[src/rtl/rr_dec_arbiter_if.sv]
// Request/grant bundle between requesting units and the round-robin
// decoder arbiter; master drives requests, slave returns decoder controls.
interface rr_dec_arbiter_if;
    logic [7:0] REQ;
    logic [2:0] SEL;
    logic       G_L;
    logic [7:0] Y_L;
    logic       BUSY;
    logic       PREEMPT;

    modport master (
        output REQ,
        input  SEL, G_L, Y_L, BUSY, PREEMPT
    );

    modport slave (
        input  REQ,
        output SEL, G_L, Y_L, BUSY, PREEMPT
    );
endinterface

[src/rtl/rr_dec_arbiter.sv]
// Round-robin arbiter driving a 3-to-8 decoder (A/B/C + G_L) for 8 requesters,
// with a one-cycle break-before-make gap and optional hold-time preemption.
module rr_dec_arbiter #(
    parameter int MAX_HOLD = 16,
    parameter int CNT_W    = 8
) (
    input logic            CLK,
    input logic            RESET,
    rr_dec_arbiter_if.slave bus
);
    typedef enum logic [1:0] {
        IDLE,
        GRANT,
        GAP
    } state_t;

    localparam logic [CNT_W-1:0] HOLD_LAST = CNT_W'(MAX_HOLD - 1);

    state_t           r_state;
    logic [2:0]       r_sel;
    logic [2:0]       r_last;
    logic [CNT_W-1:0] r_cnt;
    logic             r_gl;
    logic [7:0]       r_yl;
    logic             r_busy;
    logic             r_preempt;

    logic       w_any;
    logic [2:0] w_pick;
    logic       w_own_req;
    logic       w_timeout;

    assign w_any     = |bus.REQ;
    assign w_own_req = bus.REQ[r_sel];
    assign w_timeout = (MAX_HOLD != 0) && (r_cnt == HOLD_LAST);

    // Search upward from the slot after the last owner; last owner ranks lowest.
    always_comb begin : pick
        logic       found;
        logic [2:0] idx;
        w_pick = r_last;
        found  = 1'b0;
        idx    = r_last;
        for (int k = 1; k <= 8; k++) begin
            idx = r_last + 3'(k);
            if (!found && bus.REQ[idx]) begin
                w_pick = idx;
                found  = 1'b1;
            end
        end
    end

    always_ff @(posedge CLK) begin
        if (RESET) begin
            r_state   <= IDLE;
            r_sel     <= 3'd0;
            r_last    <= 3'd7;
            r_cnt     <= '0;
            r_gl      <= 1'b1;
            r_yl      <= 8'hFF;
            r_busy    <= 1'b0;
            r_preempt <= 1'b0;
        end else begin
            r_preempt <= 1'b0;
            unique case (r_state)
                IDLE, GAP: begin
                    if (w_any) begin
                        r_state <= GRANT;
                        r_sel   <= w_pick;
                        r_last  <= w_pick;
                        r_cnt   <= '0;
                        r_gl    <= 1'b0;
                        r_yl    <= ~(8'd1 << w_pick);
                        r_busy  <= 1'b1;
                    end else begin
                        r_state <= IDLE;
                        r_busy  <= 1'b0;
                    end
                end
                GRANT: begin
                    if (r_cnt != '1) begin
                        r_cnt <= r_cnt + 1'b1;
                    end
                    // A release wins over a coincident timeout: no preempt flag.
                    if (!w_own_req || w_timeout) begin
                        r_state   <= GAP;
                        r_gl      <= 1'b1;
                        r_yl      <= 8'hFF;
                        r_preempt <= w_own_req;
                    end
                end
                default: begin
                    r_state <= IDLE;
                    r_gl    <= 1'b1;
                    r_yl    <= 8'hFF;
                    r_busy  <= 1'b0;
                end
            endcase
        end
    end

    assign bus.SEL     = r_sel;
    assign bus.G_L     = r_gl;
    assign bus.Y_L     = r_yl;
    assign bus.BUSY    = r_busy;
    assign bus.PREEMPT = r_preempt;
endmodule

[src/flat_wrapper.sv]
// flat-port wrapper written by rule: the top's interface ports become plain ports
module rr_dec_arbiter_flat 
#(
    parameter int MAX_HOLD = 16,
    parameter int CNT_W    = 8
)
  (CLK, RESET, bus_REQ, bus_SEL, bus_G_L, bus_Y_L, bus_BUSY, bus_PREEMPT);
  rr_dec_arbiter_if bus_i ();
  input logic CLK;
  input logic RESET;
  input wire logic [$bits(bus_i.REQ)-1:0] bus_REQ;
  output wire logic [$bits(bus_i.SEL)-1:0] bus_SEL;
  output wire logic [$bits(bus_i.G_L)-1:0] bus_G_L;
  output wire logic [$bits(bus_i.Y_L)-1:0] bus_Y_L;
  output wire logic [$bits(bus_i.BUSY)-1:0] bus_BUSY;
  output wire logic [$bits(bus_i.PREEMPT)-1:0] bus_PREEMPT;
  assign bus_i.REQ = bus_REQ;
  assign bus_SEL = bus_i.SEL;
  assign bus_G_L = bus_i.G_L;
  assign bus_Y_L = bus_i.Y_L;
  assign bus_BUSY = bus_i.BUSY;
  assign bus_PREEMPT = bus_i.PREEMPT;
  rr_dec_arbiter #(.MAX_HOLD(MAX_HOLD), .CNT_W(CNT_W)) u_core (.CLK(CLK), .RESET(RESET), .bus(bus_i));
endmodule
[config.mk]
export PLATFORM = sky130hd
export DESIGN_NAME = rr_dec_arbiter_flat
export DESIGN_NICKNAME = d
export VERILOG_FILES = /design/src/rtl/rr_dec_arbiter_if.sv /design/src/rtl/rr_dec_arbiter.sv /design/src/flat_wrapper.sv
export SDC_FILE = /design/constraint.sdc
export NUM_CORES = 1
export LEC_CHECK = 0
export ABC_CLOCK_PERIOD_IN_PS = 5000
export CORE_MARGIN = 2
export CORE_UTILIZATION = 55
export DETAILED_ROUTE_END_ITERATION = 16
export GPL_ROUTABILITY_DRIVEN = 0
export PLACE_DENSITY = 0.87
export SYNTH_ARGS = -nofsm -noshare
export SYNTH_HDL_FRONTEND = slang
export SYNTH_SLANG_ARGS = --single-unit
[constraint.sdc]
create_clock -name CLK -period 5 [get_ports CLK]
set_clock_uncertainty 0.15 [all_clocks]
set_input_delay 0.75 -clock CLK [delete_from_list [all_inputs] [get_ports CLK]]
set_output_delay 0.75 -clock CLK [all_outputs]
set_load 0.05 [all_outputs]
# --- After elaboration in Yosys (flattened, before gate mapping) ---
# Cells that the tools add are included.
# Widths: inputs -> output; s select.
totals:
  regBits: 27
  input_bits: 10
  output_inout_bits: 14
  wordCells: 107
op_classes:
  add_sub_neg: 8
  order_cmp: 9
  n_eq_ne: 7
  shift: 1
  muxes: 47
  bitwise: 3
  n_reduce_logical: 24
ops:
  columns: ["cell", "count"]
  rows:
  - ["$lt 3x4->1 const B", 9]
  - ["$mux 8", 4]
  - ["$pmux 8 s2", 2]
  - ["$bmux 1 s3", 9]
  - ["$mux 3", 8]
  - ["$mux 1", 20]
  - ["$add 3x3->3 const B", 4]
  - ["$add 8x1->8 const B", 1]
  - ["$eq 8x4->1 const B", 1]
  - ["$logic_not 1->1", 8]
  - ["$ne 8x8->1 const B", 1]
  - ["$not 8->8", 1]
  - ["$reduce_or 8->1", 1]
  - ["$shl 1x3->8 const A", 1]
  - ["$logic_and 1x1->1", 7]
  - ["$add 3x2->3 const B", 2]
  - ["$ne 2x1->1 const B", 3]
  - ["$pmux 1 s2", 2]
  - ["$pmux 2 s2", 1]
  - ["$reduce_and 2->1", 2]
  - ["$add 3x1->3 const B", 1]
  - ["$reduce_and 3->1", 1]
  - ["$reduce_or 3->1", 1]
  - ["$eq 2x1->1 const B", 1]
  - ["other kinds (7)", 8]

# --- Logic depth before layout (Yosys ltp) ---
# Gate-level depths: netlist (run 1).
logic_depth:
  depth_word: 29
  depth_mapped: 13
  ltp_nobuf: 9

# --- Least setup slack after synthesis (run 1) ---
# No wires, ideal clock.
synth_path:
  path_kind: "register -> register"
  from: "register u_core.r_last[1]"
  to: "register u_core.r_yl[4], in the netlist u_core.bus.Y_L[4]"
  setup_ps: 122
  arrival_ps: 3589
  required_ps: 4728
  setup_slack_ps: 1139
  stages_incl_launch_ff: 14
  n_path_buf: 4
  synth_period_minus_slack_ps: 3861
  path_cell_list: "dfxtp_1 > buf_2 > clkbuf_1 > inv_1 > ha_1 > buf_2 > buf_4 > mux4_2 > mux2_2 > a21o_1 > a2111o_1 > o211ai_1 > nand2_1 > o32a_1"
synth_between:
  elab_chain_cells: 29
  elab_cells_between_ends: 56
  classes_between: "add/sub: 7; shift: 1; mux: 33; bitwise: 1; reduce/logical: 14"
synth_rtl:
  columns: ["item", "line", "text"]
  rows:
  - ["from (decl)", "rr_dec_arbiter.sv:21", "logic [2:0] r_last;"]
  - ["from (signal assigned)", "rr_dec_arbiter.sv:70", "r_last <= w_pick;"]
  - ["$add 3x1->3", "rr_dec_arbiter.sv:45", "idx = r_last + 3'(k);"]
  - ["$bmux 1 s3", "rr_dec_arbiter.sv:46", "if (!found && bus.REQ[idx]) begin"]
  - ["$mux 1 (not written as such)", "rr_dec_arbiter.sv:46", null]
  - ["$mux 1", "rr_dec_arbiter.sv:46", null]
  - ["$logic_not 1->1", "rr_dec_arbiter.sv:46", null]
  - ["$logic_and 1x1->1", "rr_dec_arbiter.sv:46", null]
  - ["$mux 1", "rr_dec_arbiter.sv:46", null]
  - ["$logic_not 1->1", "rr_dec_arbiter.sv:46", null]
  - ["[13 not listed]", null, null]
  - ["$mux 1", "rr_dec_arbiter.sv:46", null]
  - ["$logic_not 1->1", "rr_dec_arbiter.sv:46", null]
  - ["$logic_and 1x1->1", "rr_dec_arbiter.sv:46", null]
  - ["$mux 3 (*)", "rr_dec_arbiter.sv:46", null]
  - ["$shl 1x3->8 (*)", "rr_dec_arbiter.sv:73", "r_yl <= ~(8'd1 << w_pick);"]
  - ["$not 8->8 (*)", "rr_dec_arbiter.sv:73", null]
  - ["$mux 8 (*)", "rr_dec_arbiter.sv:67", "if (w_any) begin"]
  - ["$pmux 8 s2 (*)", "rr_dec_arbiter.sv:65", "unique case (r_state)"]
  - ["to (signal assigned)", "rr_dec_arbiter.sv:73", null]
  - ["to (decl)", "rr_dec_arbiter.sv:24", "logic [7:0] r_yl;"]
# Every way passes the cells marked *; elsewhere a longest branch is shown, timed or not. The select of a mux whose other input is x is not followed.
# A chain may end at the register's enable or synchronous reset.

# --- Worst setup path after layout (run 1) ---
layout_path:
  from: "register u_core.r_last[0]"
  to: "register u_core.r_yl[6], in the netlist u_core.bus.Y_L[6]"
# The elaborated chain is that of the path after synthesis.

==> flow_metrics.tcl, run 1 <==
set metrics [dict create \
    status "completed" \
    cts-buffers-inserted 3 \
    ctsResizeCount 0 \
    hp-start "u_core.bus.Y_L[5]" \
    synthAdderAreaFrac_pct 1.71 \
    cts.path.max_buffers 2 \
    synth_top_family_by_area "multiplexers" \
    top_layer "met4" \
    syn_inst 237 \
    wl_met3_um 524 \
    hold_viol 0 \
    slew-limit-headroom_pct 40.6 \
    fin_cells 293 \
    cts_tree "done" \
    hold_path_class "flip-flop to flip-flop" \
    finalHoldWorstSlack_ns 0.335 \
    synthMuxAreaShare_pct 28.7 \
    peakVddDrop_v 0.000373 \
    synth_xor_area_share_pct 2.73 \
    layout_commonest_cell "dfxtp_1" \
    clkSinkCount 27 \
    worst_slew_pin_slew_ns 0.889 \
    first_global_vias 1775 \
    r2r-end "u_core.bus.Y_L[6]" \
    wl_met1_mm 2.29 \
    io_pins 24 \
    rsz0062_at_grt "no" \
    synth_cell_types 53 \
    synth_nets 250 \
    cp_slowest_cell "ha_1" \
    synth_area_leader_cell "dfxtp_1" \
    critPathLaunchType "flip-flop" \
    cp-end-kind "flip-flop" \
    final_util_pct 65.3 \
    layout-drive-gt1-share_pct 14.7 \
    power_density_nw_per_um2 684 \
    avgSynthCellArea_um2 9.29 \
    placed_cells 289 \
    vias 2012 \
    yosysWarnings 0 \
    synth_seq_area_share_pct 24.6 \
    hold_depth 2 \
    cts_root_buf "clkbuf_8" \
    drt_iter0_markers 175 \
    finalSetupViolCount 0 \
    drv_cap 0 \
    total_power_mw 1.67 \
    grt_max_degree 22 \
    antenna_found_initial 0 \
    synthArstFlopShare_pct 0 \
    rows 22 \
    cts_setup_buffers 0 \
    start_util_pct 58.8 \
    wl_mm 5.22 \
    cellLeakagePower_nw 0.850 \
    fmax_mhz 240 \
    ys_ff_latch 27 \
    synth_edf_count 0 \
    antennaDiodeCount 0 \
    clk_pin_slew_ns 0.09 \
    rr_startpoint "u_core.r_last[0]" \
    via_per_inst 6.87 \
    syn_to_final_growth_pct 11.1 \
    r2r_cells 10 \
    fin_area_um2 2450 \
    grt_use_total_pct 25.5 \
    dp_hpwl_mm 3.80 \
    io_buffers 23 \
    synthSimpleGateAreaFrac_pct 15.6 \
    mostFrequentLayoutCells "27 x dfxtp_1, 23 x clkdlybuf4s50_1, 19 x mux4_2, 19 x nor2_1, 19 x nand2_1" \
    synth.area.top_cells "dfxtp_1 25%, mux4_2 19%, mux2i_1 5.0%" \
    fin_crit_sh_pct 83.5 \
    cts-hold-fix-buffers 0 \
    tns_ns 0 \
    die_area_um2 4520 \
    nNetsFinal 259 \
    cp.arrival_ns 4.19 \
    placed_area_um2 2400 \
    final_antenna_net_count 0 \
    wl_per_cell_um 17.8 \
    cp.required_ns 5.01 \
    cts_max_level 1 \
    overflow 0 \
    first_pass_iters 5 \
    crit_fanout 21 \
    synth_top_area_share_pct 24.6 \
    dieHeight_um 67.3 \
    grt_pass1_wl_mm 8.78 \
    clkLatencyLatePin_ns 0.27 \
    synth.cell_area_um2 2200 \
    synthFlopType "dfxtp_1" \
    core_um2 3740 \
    crit_type "flip-flop to flip-flop" \
    final.fill_count 324 \
    hold_end "u_core.bus.Y_L[5]" \
    slew_viol_final 0 \
    synth_compound_area_share_pct 20.9 \
    die_x_um 67.3 \
    pre_cts_slack_ns 0.921 \
    route.met2.wl_mm 2.36 \
    cp_slowest_stage_delay_ns 0.81 \
    worst_slack_ns 0.825 \
    drc_errors 0 \
    fin_crit_ns 4.18 \
    path_cells "buf_4 > inv_1 > ha_1 > mux4_2 > mux2_2 > nor3b_1 > nor2_1 > a211oi_1 > o21ai_1 > o32a_1" \
    reg2reg_slack_ns 0.82 \
]
## metal layers
layer  vias up  track usage, %
met2       124            38.2
li1        933               -
met4         0            5.10
met5         -               0
met1       947            38.3
met3         8            5.17
## cell usage after synthesis, drive strengths merged, types with 6 or more instances
cell,n
mux4,19
nor2,19
dfxtp,27
mux2i,13
nand2,19
clkbuf,13
o21ai,9
inv,6
buf,8
a21oi,18
## critical path, delay by kind of cell, from the launching register on
kind | cells | cell delay [ns]
DFF | 1 | 0.34
and+or+nand+nor | 2 | 0.43
AOI/OAI and AO/OA | 3 | 1.01
adders and majority gates | 1 | 0.81
buffers and inverters | 2 | 0.46
muxes | 2 | 0.86
## kinds of logic after synthesis
group / after synthesis
buffers and inverters: 27
flip-flops: 27
XOR/XNOR: 6
adder cells (fa/ha/maj): 3
AO/OA/AOI/OAI: 67
AND/OR/NAND/NOR: 70
multiplexers: 37
## registers in the layout (all words and copies together), names as in the netlist
name / flops
u_core.bus.BUSY: 1
u_core.r_last: 3
u_core.bus.Y_L: 8
u_core.bus.SEL: 3
u_core.r_cnt: 8
u_core.r_state: 2
u_core.bus.PREEMPT: 1
u_core.bus.G_L: 1
## where the power goes
| part | internal, mW | switching, mW | total [mW] |
|---|---|---|---|
| logic | 0.532 | 0.700 | 1.23 |
| clock network | 0.0571 | 0.0647 | 0.122 |
| registers | 0.264 | 0.0548 | 0.319 |
| total | 0.852 | 0.820 | 1.67 |
## layout make-up
class | count | area [um2] | area share, %
clock buffers | 4 | 45.0 | 1.84
inverters | 6 | 22.5 | 0.921
flip-flops and latches | 27 | 541 | 22.1
multi-input cells | 183 | 1530 | 62.7
repair buffers | 25 | 245 | 10.0
well taps | 48 | 60.1 | 2.46
## how the worst max path moves through the flow
stage / startpoint / end / cells past startpoint
3_5_place_dp: u_core.r_last[0] / u_core.bus.Y_L[2] / 10
4_1_cts: u_core.r_last[0] / u_core.bus.Y_L[2] / 10
5_1_grt: u_core.r_last[0] / u_core.bus.Y_L[6] / 10
6_report: u_core.r_last[0] / u_core.bus.Y_L[6] / 10
3_3_place_gp: u_core.r_last[0] / u_core.bus.Y_L[6] / 10
2_1_floorplan: u_core.r_last[1] / u_core.bus.Y_L[4] / 13
Power figures use the tool's default switching activity.
==> inputs of run 2 (changes only) <==
--- a/config.mk
+++ b/config.mk
@@ -5,12 +5,12 @@
 export SDC_FILE = /design/constraint.sdc
 export NUM_CORES = 1
 export LEC_CHECK = 0
-export ABC_CLOCK_PERIOD_IN_PS = 5000
+export ABC_CLOCK_PERIOD_IN_PS = 3400
 export CORE_MARGIN = 2
-export CORE_UTILIZATION = 55
+export CORE_UTILIZATION = 51
 export DETAILED_ROUTE_END_ITERATION = 16
 export GPL_ROUTABILITY_DRIVEN = 0
-export PLACE_DENSITY = 0.87
+export PLACE_DENSITY = 0.85
 export SYNTH_ARGS = -nofsm -noshare
 export SYNTH_HDL_FRONTEND = slang
 export SYNTH_SLANG_ARGS = --single-unit
==> constraint.sdc (replaced) <==
create_clock -name CLK -period 3.4 [get_ports CLK]
set_clock_uncertainty 0.15 [all_clocks]
set_input_delay 0.51 -clock CLK [delete_from_list [all_inputs] [get_ports CLK]]
set_output_delay 0.51 -clock CLK [all_outputs]
set_load 0.05 [all_outputs]
==> run 2 against run 1 <==
Die area up 7.4%. Utilization is 4.8 points higher. Clock power grew 49%. First-iteration DRC count increased by 6.9%. Worst setup slack worse by 0.73 ns. Sequential cell count unchanged. Clock-buffer cell count fell by 1. Combinational power grew 95%. Cell count increased by 17%. Critical path type is now input port to flip-flop. Total power is 82% higher. Worst hold slack improved by 0.012 ns.
==> flow_metrics.tcl, run 2 (synthesis gave the netlist of run 1 again) <==
set metrics [dict create \
    status "completed" \
    hp-start "u_core.bus.Y_L[4]" \
    clkSinkCount 27 \
    antenna_found_initial 0 \
    die_x_um 69.7 \
    cellLeakagePower_nw 1.09 \
    io_pins 24 \
    cts_max_level 1 \
    fin_crit_sh_pct 97.3 \
    r2r_cells 12 \
    power_density_nw_per_um2 1060 \
    fmax_mhz 302 \
    hold_path_class "flip-flop to flip-flop" \
    overflow 0 \
    cp-startpoint "bus_REQ[0]" \
    rr_startpoint "u_core.r_last[0]" \
    crit_fanout 6 \
    drv_cap 0 \
    slew-limit-headroom_pct 62.3 \
    rsz0062_at_grt "no" \
    r2r-end "u_core.bus.Y_L[3]" \
    fin_crit_ns 3.31 \
    final_antenna_net_count 0 \
    endpoint "u_core.bus.Y_L[4]" \
    grt_use_total_pct 26.7 \
    peakVddDrop_v 0.000690 \
    wl_mm 6.58 \
    io_buffers 23 \
    drt_iter0_markers 187 \
    rows 23 \
    clk_pin_slew_ns 0.09 \
    cts_root_buf "clkbuf_8" \
    drc_errors 0 \
    total_power_mw 3.04 \
    mostFrequentLayoutCells "46 x buf_4, 26 x dfxtp_1, 23 x clkdlybuf4s50_1" \
    nNetsFinal 306 \
    cp.required_ns 3.42 \
    dp_hpwl_mm 4.92 \
    die_area_um2 4860 \
    crit_type "input port to flip-flop" \
    cts-buffers-inserted 3 \
    start_util_pct 53.9 \
    finalSetupViolCount 0 \
    vias 2275 \
    cts.path.max_buffers 2 \
    first_global_vias 2122 \
    layout-drive-gt1-share_pct 32.2 \
    layout_commonest_cell "buf_4" \
    grt_pass1_wl_mm 10.6 \
    core_um2 4090 \
    tns_ns 0 \
    cp-end-kind "flip-flop" \
    dieHeight_um 69.7 \
    grt_max_degree 21 \
    cp.arrival_ns 3.33 \
    first_pass_iters 4 \
    hold_viol 0 \
    reg2reg_slack_ns 0.20 \
    worst_slew_pin_slew_ns 0.564 \
    wl_per_cell_um 19.2 \
    finalHoldWorstSlack_ns 0.347 \
    cts-hold-fix-buffers 0 \
    clkLatencyLatePin_ns 0.27 \
    syn_to_final_growth_pct 30.3 \
    cts_tree "done" \
    via_per_inst 6.65 \
    critPathLaunchType "input port" \
    slew_viol_final 0 \
    antennaDiodeCount 0 \
]
run 2: cell types whose count changed in the layout (fill, tap and decap cells not counted), moves of 2 or more:
| cell | before | now |
|---|---|---|
| buf_6 | 0 | 2 |
| inv_2 | 0 | 2 |
| inv_1 | 6 | 4 |
| buf_4 | 2 | 46 |
run 2: area by class of cell:
class	count	area, um2
multi-input combinational	183	1580
clock inverter	1	5.00
timing repair buffer	72	618
inverter	6	22.5
tap	50	62.6
sequential	27	542
clock buffer	3	41.3
fill	270	1220
run 2: metrics by stage:
| stage | std cells | setup slack, ns | cell area [um2] | util, % |
|---|---|---|---|---|
| 2_1_floorplan | 237 | 0.000219 | 2240 | - |
| 3_5_place_dp | 337 | -0.122 | 2770 | 67.8 |
| 4_1_cts | 341 | 0.0151 | 2820 | 69.0 |
| 5_1_grt | 342 | 0.00164 | 2870 | 70.2 |
| 6_report | 342 | 0.0911 | 2870 | 70.2 |
| 3_3_place_gp | 337 | -0.0846 | 2770 | 67.8 |
run 2: what timing repair did:
action / in CTS / in global routing
buffers inserted: 0 / 1
hold endpoints to repair: 0 / 0
setup endpoints to repair: 0 / 9
gates resized for setup: 0 / 9
run 2: worst min-delay path by stage:
| stage | to | slack, ns | depth (start not counted) |
|---|---|---|---|
| floorplan | u_core.r_cnt[1] | 0.30 | 2 |
| global placement | u_core.bus.Y_L[4] | 0.31 | 1 |
| detailed placement | u_core.bus.Y_L[6] | 0.32 | 1 |
| CTS | u_core.bus.Y_L[4] | 0.34 | 1 |
| global route | u_core.bus.Y_L[7] | 0.36 | 2 |
| finish | u_core.bus.Y_L[4] | 0.35 | 1 |
run 2: critical path, stage by stage:
cell,delay (ns)
clkdlybuf4s50_1,0.51
buf_4,0.20
buf_4,0.15
mux4_2,0.47
mux2_2,0.35
nor4_1,0.32
o221ai_1,0.26
o31a_1,0.22
o32a_1,0.34
run 2: layer usage:
| metal | part of all wire (%) | wire length, um | track usage, % | up-vias |
|---|---|---|---|---|
| li1 | - | - | - | 1031 |
| met1 | 41 | 2670 | 35.9 | 1090 |
| met2 | 49 | 3220 | 45.1 | 138 |
| met3 | 8.4 | 553 | 5.09 | 16 |
| met4 | 2.1 | 139 | 5.56 | 0 |
| met5 | 0 | 0 | 0 | - |
run 2: power breakdown:
part	switching (mW)	total, mW	internal (mW)
registers	0.0703	0.459	0.389
clock network	0.100	0.182	0.0821
logic	1.25	2.40	1.15
==> inputs of run 3 (changes only) <==
--- a/config.mk
+++ b/config.mk
@@ -6,11 +6,13 @@
 export NUM_CORES = 1
 export LEC_CHECK = 0
 export ABC_CLOCK_PERIOD_IN_PS = 3400
+export CORE_ASPECT_RATIO = 0.7
 export CORE_MARGIN = 2
 export CORE_UTILIZATION = 51
 export DETAILED_ROUTE_END_ITERATION = 16
 export GPL_ROUTABILITY_DRIVEN = 0
 export PLACE_DENSITY = 0.85
+export REMOVE_ABC_BUFFERS = 1
 export SYNTH_ARGS = -nofsm -noshare
 export SYNTH_HDL_FRONTEND = slang
 export SYNTH_SLANG_ARGS = --single-unit
==> run 3 against run 2 <==
Non-clock buffer count is 5 lower. Clock-buffer cell count stayed put. Sequential power is 1% lower. Worst setup slack better by 0.031 ns. Highest routed layer unchanged.
==> flow_metrics.tcl, run 3 (synthesis gave the netlist of run 1 again) <==
set metrics [dict create \
    rr_startpoint "u_core.r_last[0]" \
    cp.required_ns 3.42 \
    cp_slowest_stage_delay_ns 0.57 \
    placed_cells 335 \
    wl_mm 6.06 \
    dieHeight_um 59.0 \
    cts-buffers-inserted 3 \
    start_util_pct 54.5 \
    mostFrequentLayoutCells "44 x buf_4, 27 x dfxtp_1, 23 x clkdlybuf4s50_1" \
    pre_cts_slack_ns -0.106 \
    hp-start "u_core.bus.Y_L[1]" \
    clkLatencyLatePin_ns 0.27 \
    slew-limit-headroom_pct 61.6 \
    peakVddDrop_v 0.000634 \
    first_pass_iters 5 \
    fin_area_um2 2800 \
    die_area_um2 4870 \
    io_buffers 23 \
    vias 2160 \
    cts.path.max_buffers 2 \
    cellLeakagePower_nw 1.06 \
    cts_max_level 1 \
    wl_per_cell_um 17.9 \
    grt_pass1_wl_mm 9.76 \
    via_per_inst 6.37 \
    critPathLaunchType "input port" \
    core_um2 4040 \
    clkSinkCount 27 \
    cp-end-kind "flip-flop" \
    dp_hpwl_mm 4.55 \
    grt_max_degree 21 \
    cp_slowest_cell "mux4_2" \
    fin_cells 339 \
    fmax_mhz 305 \
    cp-startpoint "bus_REQ[4]" \
    critical_path.top_delay_family "simple AND/OR/NAND/NOR gates" \
    syn_to_final_growth_pct 27.1 \
    antennaDiodeCount 0 \
    crit_fanout 7 \
    layout-drive-gt1-share_pct 28.9 \
    grt_use_total_pct 26.5 \
    status "completed" \
    die_x_um 82.5 \
    power_density_nw_per_um2 1050 \
    hold_path_class "flip-flop to flip-flop" \
    hold_viol 0 \
    first_global_vias 2017 \
    cts_root_buf "clkbuf_8" \
    finalHoldWorstSlack_ns 0.338 \
    overflow 0 \
    crit_type "input port to flip-flop" \
    clk_pin_slew_ns 0.09 \
    worst_slack_ns 0.122 \
    antenna_found_initial 0 \
    path_cells "clkdlybuf4s50_1 > mux4_2 > mux2i_2 > nand4_1 > or2_1 > or4_4 > o21a_4 > o32a_1" \
    finalSetupViolCount 0 \
    io_pins 24 \
    placed_area_um2 2720 \
    fin_crit_sh_pct 96.4 \
    final_antenna_net_count 0 \
    worst_slew_pin_slew_ns 0.575 \
    drv_cap 0 \
    rows 19 \
    slew_viol_final 0 \
    cp.arrival_ns 3.30 \
    rsz0062_at_grt "no" \
    path_buf_inv 1 \
    nNetsFinal 301 \
    drc_errors 0 \
    cts_tree "done" \
    fin_crit_ns 3.28 \
    layout_commonest_cell "buf_4" \
    drt_iter0_markers 203 \
]
==> run 3: changes by cell type in the layout (fill, tap and decap cells not counted), moves of 2 or more <==
| cell | change |
|---|---|
| buf_6 | -2 |
| inv_2 | -2 |
| inv_1 | +2 |
| buf_4 | -2 |
==> run 3: final cells by class <==
class | instances | area, um2
sequential | 27 | 541
tap | 52 | 65.1
inverter | 6 | 22.5
fill | 322 | 1240
timing repair buffer | 67 | 561
multi-input combinational | 183 | 1560
clock inverter | 1 | 5.00
clock buffer | 3 | 41.3
==> run 3: worst reg2reg max path, stage by stage, from the launching register on <==
cell and delay (ns):
dfxtp_1 0.35, inv_1 0.09, ha_4 0.34, buf_4 0.17
mux4_2 0.38, mux2i_2 0.26, nand4_1 0.19, or2_1 0.26
or4_4 0.51, o21a_4 0.15, o32a_1 0.34
==> run 3: timing repair <==
item / CTS / global route
gates resized for setup: 1 / 5
buffers inserted: 0 / 0
hold endpoints to repair: 0 / 0
hold buffers: 0 / 0
endpoints found under the setup margin: 3 / 8
==> run 3: path summary, 6_finish.rpt <==
path / to / slack (ns) / cells past startpoint
setup reg to reg: u_core.bus.Y_L[2] / 0.12 / 10
hold / removal: u_core.bus.Y_L[1] / 0.34 / 2
setup / recovery: u_core.bus.Y_L[2] / 0.12 / 8
hold reg to reg: u_core.bus.Y_L[1] / 0.34 / 2
==> run 3: stage by stage <==
| stage | total power, mW | TNS, ns | util, % |
|---|---|---|---|
| detailed placement | 2.67 | -0.516 | 67.3 |
| CTS | 2.86 | 0 | 68.5 |
| global placement | 2.62 | -0.268 | 67.3 |
| global route | 3.13 | 0 | 69.2 |
| finish | 2.95 | 0 | 69.2 |
| floorplan | 1.86 | -7.25 | - |
==> run 3: power by group <==
part | total, mW | leakage, nW | switching (mW) | internal, mW
logic | 2.31 | 0.811 | 1.20 | 1.12
clock network | 0.179 | 0.0255 | 0.0965 | 0.0821
registers | 0.453 | 0.221 | 0.0651 | 0.388
==> run 3: metal layers <==
| metal | wire length [um] | part of all wire [%] | up-vias | GRT usage, % |
|---|---|---|---|---|
| met5 | 0 | 0 | - | 0 |
| met4 | 19 | 0.31 | 0 | 3.28 |
| met3 | 515 | 8.5 | 5 | 7.82 |
| met2 | 2650 | 44 | 84 | 38.9 |
| met1 | 2870 | 47 | 1056 | 39.8 |
| li1 | - | - | 1015 | - |
